[config.mk]
export PLATFORM = sky130hd
export DESIGN_NAME = aes_uart_byte_serializer_flat
export DESIGN_NICKNAME = d
export VERILOG_FILES = /design/src/rtl/aes_uart_byte_serializer_if.sv /design/src/rtl/aes_uart_byte_serializer.sv /design/src/flat_wrapper.sv
export SDC_FILE = /design/constraint.sdc
export NUM_CORES = 1
export LEC_CHECK = 0
export ABC_AREA = 1
export BUFFER_PORTS_ARGS = -buffer_cell sky130_fd_sc_hd__clkbuf_2
export CORE_ASPECT_RATIO = 0.9
export CORE_MARGIN = 3
export CORE_UTILIZATION = 60
export DETAILED_ROUTE_END_ITERATION = 10
export PLACE_DENSITY = 0.86
export SETUP_SLACK_MARGIN = 0.5
export SYNTH_ARGS = -nofsm -noshare
export SYNTH_HDL_FRONTEND = slang
export SYNTH_SLANG_ARGS = --single-unit
[constraint.sdc]
create_clock -name clk -period 4.05 [get_ports clk]
set_input_delay 0.6075 -clock clk [delete_from_list [all_inputs] [get_ports clk]]
set_output_delay 0.6075 -clock clk [all_outputs]
set_load 0.05 [all_outputs]
[src/rtl/aes_uart_byte_serializer_if.sv]
// rtl/aes_uart_byte_serializer_if.sv - block handshake and UART transmitter signals
interface aes_uart_byte_serializer_if #(
  parameter int NUM_BYTES = 16
);
  logic                   blk_valid;
  logic [8*NUM_BYTES-1:0] blk_data;
  logic                   blk_ready;
  logic                   tx_trigger;
  logic [7:0]             tx_data;
  logic                   tx_busy;

  modport master (
    output blk_valid, blk_data, tx_busy,
    input  blk_ready, tx_trigger, tx_data
  );

  modport slave (
    input  blk_valid, blk_data, tx_busy,
    output blk_ready, tx_trigger, tx_data
  );
endinterface

[src/rtl/aes_uart_byte_serializer.sv]
// rtl/aes_uart_byte_serializer.sv - splits a 128-bit AES block into bytes for the UART transmitter
module aes_uart_byte_serializer #(
  parameter int NUM_BYTES   = 16,
  parameter bit MSB_FIRST   = 1'b1,
  parameter int ACK_TIMEOUT = 8
) (
  input  logic                         clk,
  input  logic                         rst_n,
  aes_uart_byte_serializer_if.slave    bus,
  output logic                         done,
  output logic                         err,
  output logic [$clog2(NUM_BYTES)-1:0] byte_idx
);

  localparam int W     = 8 * NUM_BYTES;
  localparam int IDX_W = $clog2(NUM_BYTES);
  localparam int CNT_W = $clog2(ACK_TIMEOUT);

  localparam logic [IDX_W-1:0] LAST_IDX = IDX_W'(NUM_BYTES - 1);
  localparam logic [CNT_W-1:0] CNT_LAST = CNT_W'(ACK_TIMEOUT - 1);

  localparam logic [1:0] S_IDLE      = 2'd0;
  localparam logic [1:0] S_SEND      = 2'd1;
  localparam logic [1:0] S_WAIT_ACK  = 2'd2;
  localparam logic [1:0] S_WAIT_DONE = 2'd3;

  logic [1:0]       state;
  logic [W-1:0]     sr;
  logic [W-1:0]     sr_next;
  logic [7:0]       tx_data_q;
  logic [7:0]       in_head;
  logic [7:0]       next_head;
  logic [CNT_W-1:0] cnt;

  // Head of the shift register sits at the top for MSB-first, at the bottom otherwise.
  always_comb begin
    if (MSB_FIRST) begin
      sr_next   = sr << 8;
      in_head   = bus.blk_data[W-1 -: 8];
      next_head = sr[W-9 -: 8];
    end else begin
      sr_next   = sr >> 8;
      in_head   = bus.blk_data[7:0];
      next_head = sr[15:8];
    end
  end

  assign bus.blk_ready  = (state == S_IDLE);
  assign bus.tx_trigger = (state == S_SEND) && !bus.tx_busy;
  assign bus.tx_data    = tx_data_q;

  always_ff @(posedge clk or negedge rst_n) begin
    if (!rst_n) begin
      state     <= S_IDLE;
      sr        <= '0;
      tx_data_q <= '0;
      cnt       <= '0;
      byte_idx  <= '0;
      done      <= 1'b0;
      err       <= 1'b0;
    end else begin
      done <= 1'b0;
      case (state)
        S_IDLE: begin
          if (bus.blk_valid) begin
            sr        <= bus.blk_data;
            tx_data_q <= in_head;
            byte_idx  <= '0;
            err       <= 1'b0;
            state     <= S_SEND;
          end
        end
        S_SEND: begin
          // A stale busy from the previous byte holds the trigger back.
          if (!bus.tx_busy) begin
            cnt   <= '0;
            state <= S_WAIT_ACK;
          end
        end
        S_WAIT_ACK: begin
          cnt <= cnt + 1'b1;
          if (bus.tx_busy) begin
            state <= S_WAIT_DONE;
          end else if (cnt == CNT_LAST) begin
            err   <= 1'b1;
            state <= S_IDLE;
          end
        end
        S_WAIT_DONE: begin
          if (!bus.tx_busy) begin
            if (byte_idx == LAST_IDX) begin
              done  <= 1'b1;
              state <= S_IDLE;
            end else begin
              sr        <= sr_next;
              tx_data_q <= next_head;
              byte_idx  <= byte_idx + 1'b1;
              state     <= S_SEND;
            end
          end
        end
        default: state <= S_IDLE;
      endcase
    end
  end

endmodule

[src/flat_wrapper.sv]
// flat-port wrapper written by rule: the top's interface ports become plain ports
module aes_uart_byte_serializer_flat 
#(
  parameter int NUM_BYTES   = 16,
  parameter bit MSB_FIRST   = 1'b1,
  parameter int ACK_TIMEOUT = 8
)
  (clk, rst_n, done, err, byte_idx, bus_blk_valid, bus_blk_data, bus_tx_busy, bus_blk_ready, bus_tx_trigger, bus_tx_data);
  aes_uart_byte_serializer_if #(.NUM_BYTES(NUM_BYTES)) bus_i ();
  input  logic clk;
  input  logic rst_n;
  output logic done;
  output logic err;
  output logic [$clog2(NUM_BYTES)-1:0] byte_idx;
  input wire logic [$bits(bus_i.blk_valid)-1:0] bus_blk_valid;
  input wire logic [$bits(bus_i.blk_data)-1:0] bus_blk_data;
  input wire logic [$bits(bus_i.tx_busy)-1:0] bus_tx_busy;
  output wire logic [$bits(bus_i.blk_ready)-1:0] bus_blk_ready;
  output wire logic [$bits(bus_i.tx_trigger)-1:0] bus_tx_trigger;
  output wire logic [$bits(bus_i.tx_data)-1:0] bus_tx_data;
  assign bus_i.blk_valid = bus_blk_valid;
  assign bus_i.blk_data = bus_blk_data;
  assign bus_i.tx_busy = bus_tx_busy;
  assign bus_blk_ready = bus_i.blk_ready;
  assign bus_tx_trigger = bus_i.tx_trigger;
  assign bus_tx_data = bus_i.tx_data;
  aes_uart_byte_serializer #(.NUM_BYTES(NUM_BYTES), .MSB_FIRST(MSB_FIRST), .ACK_TIMEOUT(ACK_TIMEOUT)) u_core (.clk(clk), .rst_n(rst_n), .bus(bus_i), .done(done), .err(err), .byte_idx(byte_idx));
endmodule
* Yosys cells after proc, flatten, opt, wreduce, memory -nomap -nowiden
Cells that the tools add are included.
** Word-level totals
- Register bits :: 139
- Bits of input ports :: 132
- Word-level logic and storage cells :: 59
** Operators by class
- $add $sub $neg :: 2
- Equal/unequal tests :: 12
- Multiplexer cells :: 28
- Reductions and logical operators :: 10
** Operator list (number)
- $mux W120 :: 3
- $pmux W120 S2 :: 1
- $mux W8 :: 3
- $pmux W8 S2 :: 1
- $mux W4 :: 3
- $reduce_and A4 Y1 :: 3
- $mux W2 :: 5
- $ne A2 B2 Y1 const B :: 5
- $pmux W2 S4 :: 1
- $pmux W4 S2 :: 1
- $mux W1 :: 7
- $pmux W3 S2 :: 1
- $reduce_bool A2 Y1 :: 3
- $add A4 B1 Y4 const B :: 1
- $eq A2 B2 Y1 const B :: 2
- $eq A4 B4 Y1 const B :: 1
- $add A3 B1 Y3 const B :: 1
- $eq A3 B3 Y1 const B :: 1
- $mux W3 :: 1
- $ne A3 B2 Y1 const B :: 1
- $eq A2 B1 Y1 const B :: 1
- $logic_not A2 Y1 :: 1
- $ne A2 B1 Y1 const B :: 1
- $pmux W1 S2 :: 1
- 3 further kinds :: 3

* Longest topological paths before layout
Gate-level depths: netlist (run 1).
- Word-level depth :: 4
- Gate-level depth with buffers :: 10
- Depth with buffers taken out :: 7

* Worst setup path before layout (run 1)
Ideal clock, no wire load.
- Path type :: flip-flop to flip-flop
- From :: register u_core.state[0]
- To :: register u_core.byte_idx[0]
- Arrival time :: 1719 ps
- Data required time :: 3930 ps
- Slack :: 2211 ps
- Stages on the path, launching flop included :: 10
- Path buffers :: 3
- Period minus slack after synthesis :: 1839 ps
- Path through :: dfrtp_1 -> buf_2 -> nor2_2 -> nand2_1 -> nand2_1 -> inv_2 -> buf_2 -> buf_2 -> nand3_1 -> nand2_1
** Between the ends
- Cells in the longest elaborated chain, start to end :: 3
- Elaborated cells between the ends (all ways) :: 8
** RTL lines
- start, declared :: line aes_uart_byte_serializer.sv:27 : logic [1:0] state;
- start signal, assigned :: line aes_uart_byte_serializer.sv:54 : state <= S_IDLE;
- start signal, assigned :: line aes_uart_byte_serializer.sv:70 : state <= S_SEND;
- start signal, assigned :: line aes_uart_byte_serializer.sv:77 : state <= S_WAIT_ACK;
- $logic_not A2 Y1 *
- via bus_blk_ready :: line flat_wrapper.sv:18 : output wire logic [$bits(bus_i.blk_ready)-1:0] bus_blk_ready;
- $ne A2 B2 Y1 (no line) or $reduce_bool A2 Y1 (tied branches)
- $reduce_and A4 Y1 (no line)
- end signal, assigned :: line aes_uart_byte_serializer.sv:97 : byte_idx <= byte_idx + 1'b1;
- end, declared :: line aes_uart_byte_serializer.sv:12 : output logic [$clog2(NUM_BYTES)-1:0] byte_idx
The timed path passes the listed nets; every way through them passes the cells marked *.
A chain may end at the register's enable or synchronous reset.

* Worst setup path in the final report (run 1)
- From :: register u_core.byte_idx[0]
- To :: register u_core.sr[109]
** Between the ends
- Cells in the longest elaborated chain, start to end :: 3
** RTL lines
- $eq A4 B4 Y1 :: line aes_uart_byte_serializer.sv:91 : if (byte_idx == LAST_IDX) begin
- $ne A2 B2 Y1 (no line)
- $reduce_and A4 Y1 (no line)
- end signal, assigned :: line aes_uart_byte_serializer.sv:66 : sr <= bus.blk_data;
- end signal, assigned :: line aes_uart_byte_serializer.sv:95 : sr <= sr_next;
- end, declared :: line aes_uart_byte_serializer.sv:28 : logic [W-1:0] sr;
No other way between the ends.

==> metrics.txt, run 1 <==
cells after synthesis=about 1000; Max Cap Viol=0; Reg2Reg Depth=8; die span in x=roughly 120 um; cell area after synthesis=0.00720 mm^2; Seq pwr share=0.332; Cell Pwr Density=867 mW/mm^2; RSZ-0062 raised after global routing=false; Area Growth Syn to Fin=17.4%; peak supply drop=a little under 0.5 mV; area leader, netlist=dfrtp_1; fin crit share=0.669; Die Ht=between 100 and 150 um; Detailed Route Iter0 Violations=912; WP data required=between 4000 and 5000 ps; Total GRT Usage=0.271; DRT Pass-1 Iters=6; CTS tree=done; Syn Area/Cell=6.99 um^2; Clock Latency Late Sink=420 ps; Worst Max-Slew Pin Slew=1180 ps; Congestion Overflow GR=0; Worst Path Arrival=3060 ps; final hold violations=0; Layout Nets=~1300; multi-input logic area=0.00331 mm^2; Leak Pwr=between 5 and 6 nW; vias=6897; NetSw=about 3.3 mW; hpwl dp=about 11 mm; reg2reg end=u_core.sr[109]$_DFFE_PN0P_; post-cts sizing count=0; Seq/Total Area, Yosys=0.483; syn_nets=1165; Post-CTS Setup Inserts=0; Core Area=0.0116 mm^2; Critical Path Fanout Max=61; setup TNS=0 ps; reg-to-reg startpoint=u_core.byte_idx[0]$_DFFE_PN0P_; crit path launch type=register; CTS Buf Count=17; initial antenna violation count=0; post-route ant nets=0; DR vias/cell=5.29; Slew headroom=0.211; hold_buf cts=0; total power draw=7.33 mW; gp weighted congestion=0.843; vias in the first global route=6224; minimum clock period=about 2700 ps; DRC viols=0; Root Buffer=clkbuf_16; share of layout cells above drive strength 1=0.170; # rows=37; CTS Buffer Depth=2; crit end category=register; Clock Power Share=0.217; Syn. warnings=0; Initial Util=0.622; Hold Crit Class=in -> async; largest net degree at the start of global routing=133; Fill cells=between 900 and 1000; H-tree depth=4; final setup fails=0; first-pass GRT wire length=28.9 mm; WS Path Type=reg -> reg; status=completed; Internal=4.01 mW; dominant cells by area after synthesis=dfrtp_1, nand2_1, nand3_1; Synth top area share=0.483; Comb pwr share=0.451; WL per Instance=roughly 13 um; area of the die=0.0134 mm^2; CTS sink cnt=139; clock slew at reported path FFs=60 ps; port bufs=147; #FFs+latches synth=139; FF/Latch Area=between 0.003 and 0.004 mm^2; Post-Route WL=17.5 mm; diodes inserted=0; Worst R2R Setup Slack=1340 ps; Slew Viols, Final=0; Netlist cell types=23; switching share of total power=0.453; IO Pins=148; FMAX=0.369 GHz; clk_skew=9.29 ps
==> logic make-up after synthesis <==
family / share of synthesized area
xor+xnor: 0.00122
buf+inv: 0.0591
flops: 0.483
simple gates: 0.448
fa+ha+maj: 0.00521
compound gates: 0.00382
==> critical path: stages (launching register included) <==
cell,delay (ps)
dfrtp_1,440
ha_1,220
nand3_1,130
nand2_2,130
nand2_4,340
nand2_4,660
buf_4,480
nand2_1,120
nand2_1,80
==> Yosys cell counts, drive strengths merged <==
cell / instances
and2: 1
buf: 52
nand3b: 10
nand4: 3
clkbuf: 18
nand3: 125
ha: 3
a21oi: 2
nor3: 1
nand2: 654
inv: 12
nor2: 6
o21ai: 2
xnor2: 1
o211ai: 1
dfrtp: 139
==> area by class of cell <==
class                           count  area share
Inverter                           12     0.00577
Multi-Input combinational cell    809       0.391
Tap cell                          156      0.0231
Clock buffer                       19      0.0524
Clock inverter                     13      0.0201
Timing Repair Buffer              156      0.0958
Sequential cell                   139       0.411
==> metrics by stage <==
stage | instances | utilization | setup WS (ps) | cell area [um^2] | hold WS (ps)
2_1_floorplan | 1030 | - | 2210 | 7200 | 312
3_3_place_gp | 1272 | 0.678 | 1350 | 7840 | 454
3_5_place_dp | 1272 | 0.678 | 1300 | 7840 | 458
4_1_cts | 1304 | 0.730 | 1380 | 8450 | 365
5_1_grt | 1304 | 0.730 | 1060 | 8450 | 397
6_report | 1304 | 0.730 | 1340 | 8450 | 281
==> how the worst max path moves through the flow <==
stage / from / end / slack (ps) / cells after the start
3_5_place_dp: bus_tx_busy / u_core.sr[107]$_DFFE_PN0P_ / 1300 / 8
3_3_place_gp: bus_tx_busy / u_core.sr[67]$_DFFE_PN0P_ / 1350 / 8
5_1_grt: u_core.byte_idx[0]$_DFFE_PN0P_ / u_core.sr[110]$_DFFE_PN0P_ / 1060 / 8
6_report: u_core.byte_idx[0]$_DFFE_PN0P_ / u_core.sr[109]$_DFFE_PN0P_ / 1340 / 8
2_1_floorplan: u_core.state[0]$_DFFE_PN0P_ / u_core.byte_idx[0]$_DFFE_PN0P_ / 2210 / 9
4_1_cts: u_core.byte_idx[0]$_DFFE_PN0P_ / u_core.sr[109]$_DFFE_PN0P_ / 1380 / 8
==> layout by cell type, fill, tap and decap left out, drive strengths merged, types with 2 or more instances in the layout <==
cell and count:
o21ai 2, a21oi 2, bufinv 3, clkinv 8, nor2 6, nand3b 10
ha 3, nand3 125, inv 11, nand2 654, clkbuf 165, clkinvlp 3
buf 10, nand4 3, dfrtp 139
==> flip-flops by register name (all words and copies together), names as in the netlist <==
register / cells
u_core.state: 2
u_core.cnt: 3
u_core.err: 1
u_core.sr: 120
u_core.byte_idx: 4
u_core.done: 1
u_core.bus.tx_data: 8
==> power groups by stage <==
| stage | Clock (mW) | Combinational (mW) | Sequential (mW) |
|---|---|---|---|
| after floorplan | 0 | 2.66 | 2.48 |
| after global placement | 0 | 3.20 | 2.41 |
| after detailed placement | 0 | 3.30 | 2.42 |
| after CTS | 1.61 | 3.32 | 2.42 |
| after global routing | 1.68 | 3.79 | 2.50 |
| final | 1.59 | 3.31 | 2.43 |
==> metal layers <==
| metal | global-route usage | vias up | wire [um] |
|---|---|---|---|
| met5 | 0 | - | 0 |
| met4 | 0.0752 | 0 | 246 |
| met3 | 0.0633 | 24 | 1340 |
| met2 | 0.422 | 285 | 8290 |
| met1 | 0.384 | 3192 | 7600 |
| li1 | - | 3396 | - |
Note: power is estimated with default switching activity, not from simulation.
==> run 2: changes to the inputs <==
--- a/config.mk
+++ b/config.mk
@@ -5,13 +5,13 @@
 export SDC_FILE = /design/constraint.sdc
 export NUM_CORES = 1
 export LEC_CHECK = 0
-export ABC_AREA = 1
+export ABC_AREA = 0
 export BUFFER_PORTS_ARGS = -buffer_cell sky130_fd_sc_hd__clkbuf_2
 export CORE_ASPECT_RATIO = 0.9
 export CORE_MARGIN = 3
-export CORE_UTILIZATION = 60
+export CORE_UTILIZATION = 50
 export DETAILED_ROUTE_END_ITERATION = 10
-export PLACE_DENSITY = 0.86
+export PLACE_DENSITY = 0.77
 export SETUP_SLACK_MARGIN = 0.5
 export SYNTH_ARGS = -nofsm -noshare
 export SYNTH_HDL_FRONTEND = slang
==> constraint.sdc (replaced) <==
create_clock -name clk -period 2.4 [get_ports clk]
set_input_delay 0.36 -clock clk [delete_from_list [all_inputs] [get_ports clk]]
set_output_delay 0.36 -clock clk [all_outputs]
set_load 0.05 [all_outputs]
==> run 2 against run 1 <==
- utilization is 9.3 points lower
- via count is 39% lower
- critical path depth is 4 lower
- die area is 16% higher
- synthesized cell count is 55% lower
- sequential power is 78% higher
- wire length is 15% lower
- total power is 68% higher
- cell area is 1.9% higher
- non-clock buffer count is 5 higher
- clock-buffer cell count is 7 higher
==> metrics.txt, run 2 <==
post-route cell area=between 0.008 and 0.009 mm^2; gp weighted congestion=0.792; CTS Buffer Depth=2; dominant cells by area after synthesis=dfrtp_1, mux2_2, mux2_4; clk_skew=between 7 and 8 ps; DRT Pass-1 Iters=4; status=completed; Leak Pwr=just over 4 nW; Cell Pwr Density=1430 mW/mm^2; Congestion Overflow GR=0; initial antenna violation count=0; post-route ant nets=0; FF/Latch Area=0.00348 mm^2; syn_nets=602; WL per Instance=between 15 and 20 um; share of layout cells above drive strength 1=0.698; dpl cell area=0.00797 mm^2; Syn. warnings=0; Syn Area/Cell=15.0 um^2; top-count cell post-synth=mux2_2; first-pass GRT wire length=23.4 mm; multi-input logic area=0.00334 mm^2; Clock Latency Late Sink=between 400 and 500 ps; Total GRT Usage=0.198; # rows=40; area of the die=approximately 0.015 mm^2; Netlist cell types=29; largest net degree at the start of global routing=55; DRC viols=0; CTS tree=done; hpwl dp=10.5 mm; WS Path Type=reg -> reg; Fill cells=1031; Hold Crit Class=in -> reg; Die Ht=118 um; IO Pins=148; clock slew at reported path FFs=50 ps; Slew Viols, Final=0; Core Util, Final=0.638; metal3 WL=514 um; Seq/Total Area, Yosys=0.496; Biggest register=u_core.sr; crit path launch type=register; Area Growth Syn to Fin=22.9%; crit end category=register; max layer used=met4; #FFs+latches synth=139; setup TNS=0 ps; die span in x=131 um; Max Cap Viol=0; most common cell after layout, fill and taps aside=mux2_2; Initial Util=0.519; peak supply drop=0.708 mV; Core Area=0.0135 mm^2; area leader, netlist=dfrtp_1; Post-Route WL=14.8 mm; FMAX=0.546 GHz; WP data required=approximately 2700 ps; Layout Nets=between 700 and 800; minimum clock period=1830 ps; final hold violations=0; Worst Max-Slew Pin Slew=663 ps; H-tree depth=4; CTS sink cnt=139; Largest register FFs=120; Synth top area share=0.496; vias=4220; Async SR Flop Fraction=1.00; fin crit share=0.763; met1 WL=7.09 mm; vias in the first global route=4441; diodes inserted=0; Detailed Route Iter0 Violations=154; Critical Path Fanout Max=41; cell area after synthesis=0.00701 mm^2; commonest non-fill, non-tap cells in the layout=mux2_2, clkbuf_2, dfrtp_1, mux2_4, clkbuf_16; port bufs=between 100 and 150; Worst Path Arrival=2130 ps; CTS Buf Count=17; Root Buffer=clkbuf_16; Post-synth EDFFs=0; Worst R2R Setup Slack=570 ps; top post-synthesis cells by count=mux2_2, dfrtp_1, mux2_4; Slew headroom=0.557; Synth Flop Type=dfrtp_1; cells after synthesis=about 470; DR vias/cell=about 5.3; RSZ-0062 raised after global routing=true; final setup fails=0; DR WL met2=6.94 mm
## run 2: cell count changes after synthesis, sizes merged, moves of 3 or more
cell	before	now
a21oi	2	8
a32o	0	8
buf	52	28
clkbuf	18	2
inv	12	5
mux2	0	241
nand2	654	1
nand3	125	2
nand3b	10	0
nand4	3	0
o21ai	2	5
o22ai	0	3
## run 2: stage by stage
step	total power, mW	hold slack, ps	setup slack, ps	cells
2_1_floorplan	8.60	64.4	502	467
3_3_place_gp	9.53	350	424	762
3_5_place_dp	9.75	351	346	762
4_1_cts	12.4	178	496	796
5_1_grt	13.0	195	478	798
6_report	12.3	193	568	798
## run 2: logic make-up (layout without fill, tap and decap cells)
logic type	Yosys count	in the layout	synth area share
flip-flops	139	139	0.496
adder cells (fa/ha/maj)	3	3	0.00535
AND/OR/NAND/NOR	19	19	0.0137
buffers and inverters	36	199	0.0318
AO/OA/AOI/OAI	27	27	0.0268
multiplexers	242	242	0.425
XOR/XNOR	1	1	0.00125
## run 2: final cells by class
class | instances | area share
multi-input cells | 292 | 0.388
clock inverters | 6 | 0.00668
inverters | 6 | 0.00261
flip-flops and latches | 139 | 0.404
well taps | 168 | 0.0244
repair buffers | 161 | 0.113
clock buffers | 26 | 0.0614
## run 2: path summary, 6_finish.rpt
path | startpoint | end | cells after the start
min in group asynchronous | rst_n | u_core.sr[106]$_DFFE_PN0P_ | 2
min reg2reg | u_core.sr[1]$_DFFE_PN0P_ | u_core.sr[1]$_DFFE_PN0P_ | 1
max | u_core.state[1]$_DFFE_PN0P_ | u_core.sr[27]$_DFFE_PN0P_ | 4
max in group asynchronous | rst_n | u_core.bus.tx_data[7]$_DFFE_PN0P_ | 3
max reg2reg | u_core.state[1]$_DFFE_PN0P_ | u_core.sr[27]$_DFFE_PN0P_ | 4
min | bus_blk_data[2] | u_core.sr[2]$_DFFE_PN0P_ | 2
## run 2: worst max-delay path: stages, from the launching register on
cell     delay, ps
dfrtp_2        520
and3b_1        310
a21o_4         240
buf_16         290
mux2_4         340
## run 2: timing repair
| item | 4_1_cts | 5_1_grt |
|---|---|---|
| hold endpoints to repair | 52 | 0 |
| pin swaps | 1 | 0 |
| gates resized for setup | 5 | 2 |
| buffers inserted | 1 | 2 |
| endpoints found under the setup margin | 115 | 95 |
| hold buffers | 1 | 0 |
## run 2: routing by layer
metal,GRT usage,vias up
li1,-,2004
met1,0.283,2107
met2,0.294,90
met3,0.0461,19
met4,0.0694,0
met5,0,-
## run 2: report_power, final
| group | switching (mW) | internal [mW] | total (mW) |
|---|---|---|---|
| Combinational | 2.20 | 3.27 | 5.47 |
| Clock | 0.937 | 1.61 | 2.55 |
| Sequential | 0.754 | 3.56 | 4.32 |
==> run 3: changes to the inputs <==
--- a/config.mk
+++ b/config.mk
@@ -5,13 +5,13 @@
 export SDC_FILE = /design/constraint.sdc
 export NUM_CORES = 1
 export LEC_CHECK = 0
-export ABC_AREA = 0
+export ABC_AREA = 1
 export BUFFER_PORTS_ARGS = -buffer_cell sky130_fd_sc_hd__clkbuf_2
 export CORE_ASPECT_RATIO = 0.9
 export CORE_MARGIN = 3
-export CORE_UTILIZATION = 50
+export CORE_UTILIZATION = 55
 export DETAILED_ROUTE_END_ITERATION = 10
-export PLACE_DENSITY = 0.77
+export PLACE_DENSITY = 0.8
 export SETUP_SLACK_MARGIN = 0.5
 export SYNTH_ARGS = -nofsm -noshare
 export SYNTH_HDL_FRONTEND = slang
==> constraint.sdc (replaced) <==
create_clock -name clk -period 1.9 [get_ports clk]
set_input_delay 0.285 -clock clk [delete_from_list [all_inputs] [get_ports clk]]
set_output_delay 0.285 -clock clk [all_outputs]
set_load 0.05 [all_outputs]
==> run 3 against run 2 <==
- combinational power grew to 2.9 times the previous value
- non-clock buffer count rose by 74
- utilization is 23 points higher
- critical path type unchanged
==> metrics.txt, run 3 (synthesized netlist as in run 1, its figures left out) <==
WL per Instance=around 25 um; Fill cells=572; CTS sink cnt=139; gp weighted congestion=0.825; Post-Route WL=35.1 mm; # rows=39; clk_skew=15.0 ps; Die Ht=115 um; Total GRT Usage=0.346; peak supply drop=roughly 1.2 mV; Initial Util=0.566; clock slew at reported path FFs=60 ps; hpwl dp=roughly 11 mm; IO Pins=148; post-route ant nets=0; die span in x=127 um; worst hold stages=2; Leak Pwr=6.13 nW; final hold violations=0; reg2reg end=u_core.sr[86]$_DFFE_PN0P_; Largest register FFs=120; Slew Viols, Final=0; Congestion Overflow GR=0; most common cell after layout, fill and taps aside=nand2_1; Root Buffer=clkbuf_16; port bufs=147; vias=9195; status=completed; area of the die=0.0145 mm^2; Worst Path Arrival=2100 ps; setup TNS=0 ps; initial antenna violation count=1; Core Area=0.0127 mm^2; FMAX=0.552 GHz; final setup fails=0; Worst Max-Slew Pin Slew=495 ps; total power draw=25.2 mW; Detailed Route Iter0 Violations=1575; Area Growth Syn to Fin=52.8%; Hold Startpoint=bus_tx_busy; Hold Crit Class=in -> reg; Slew headroom=0.670; Biggest register=u_core.sr; CTS tree=done; largest net degree at the start of global routing=67; Reg2Reg Depth=8; DR vias/cell=6.62; commonest non-fill, non-tap cells in the layout=nand2_1, clkbuf_2, dfrtp_1, nand3_1, nand2_2; vias in the first global route=around 7700; DRC viols=0; WP data required=2190 ps; crit path launch type=register; Critical Path Fanout Max=17; WS Path Type=reg -> reg; DRT Pass-1 Iters=7; crit path from=u_core.byte_idx[0]$_DFFE_PN0P_; Max Cap Viol=0; fin crit share=0.954; CP Capture Point=u_core.sr[86]$_DFFE_PN0P_; first-pass GRT wire length=39.2 mm; minimum clock period=1810 ps; share of layout cells above drive strength 1=0.349; RSZ-0062 raised after global routing=true; CTS Buffer Depth=2; Layout Nets=1349; Clock Latency Late Sink=430 ps; CTS Buf Count=17; reg-to-reg startpoint=u_core.byte_idx[0]$_DFFE_PN0P_; Worst R2R Setup Slack=slightly below 90 ps; H-tree depth=4; Cell Pwr Density=2290 mW/mm^2; crit end category=register
-- run 3: changes by cell type in the layout (fill, tap and decap cells not counted), moves of 8 or more --
cell,change
a32o_1,-8
buf_16,+30
buf_4,+20
clkbuf_16,+21
mux2_2,-173
mux2_4,-68
nand2_1,+545
nand2_2,+62
nand2_4,+44
nand3_1,+84
nand3_2,+32
nand3b_1,+10
-- run 3: metal layers --
layer  up-vias  GRT usage  share of wire
met5         -          0              0
met4         0      0.192          0.088
met3       343     0.0830           0.15
met2      1083      0.536           0.44
met1      4188      0.449           0.33
li1       3581          -              -
-- run 3: timing repair --
| item | in CTS | in global routing |
|---|---|---|
| setup endpoints to repair | 139 | 142 |
| pin swaps | 6 | 43 |
| cloned | 23 | 18 |
| resized for setup | 84 | 187 |
| hold buffers | 1 | 0 |
| endpoints found under the hold margin | 44 | 0 |
| setup buffers | 27 | 7 |
-- run 3: power by group --
part	leakage [nW]	total, mW	internal (mW)	switching, mW
Combinational	4.12	16.1	6.82	9.32
Clock	0.272	3.35	1.98	1.37
Sequential	1.74	5.73	4.40	1.33
-- run 3: how the worst min path moves through the flow --
stage	end
CTS	u_core.done$_DFF_PN0_
global placement	u_core.sr[2]$_DFFE_PN0P_
global route	u_core.done$_DFF_PN0_
finish	u_core.done$_DFF_PN0_
detailed placement	u_core.sr[16]$_DFFE_PN0P_
floorplan	u_core.bus.tx_data[0]$_DFFE_PN0P_
-- run 3: worst max-delay path, stage by stage, from the launching register on --
cell       delay (ps)
dfrtp_2           460
ha_4              210
nand3_4           120
nand2_8            80
nand2_8            90
nand2_8            90
bufbuf_16         310
nand2_1           150
nand2_1           140
-- run 3: layout make-up --
cell class	count	area [um^2]	area share
clock buffers	22	464	0.0422
well taps	164	205	0.0186
flip-flops and latches	139	3490	0.317
diodes	1	2.50	0.000227
multi-input cells	809	4110	0.374
repair buffers	235	2580	0.234
inverters	12	60.1	0.00546
clock inverters	8	95.1	0.00864
-- run 3: metrics by stage --
step / instance area [um^2] / hold WS [ps] / worst slack, ps / std cells / utilization
floorplan: 7330 / -10.6 / 343 / 1030 / -
global placement: 8050 / 253 / 365 / 1283 / 0.632
detailed placement: 8050 / 256 / 305 / 1283 / 0.632
CTS: 9830 / 98.1 / 322 / 1364 / 0.772
global route: 11000 / 86.9 / 122 / 1390 / 0.864
finish: 11000 / 97.3 / 87.7 / 1390 / 0.864
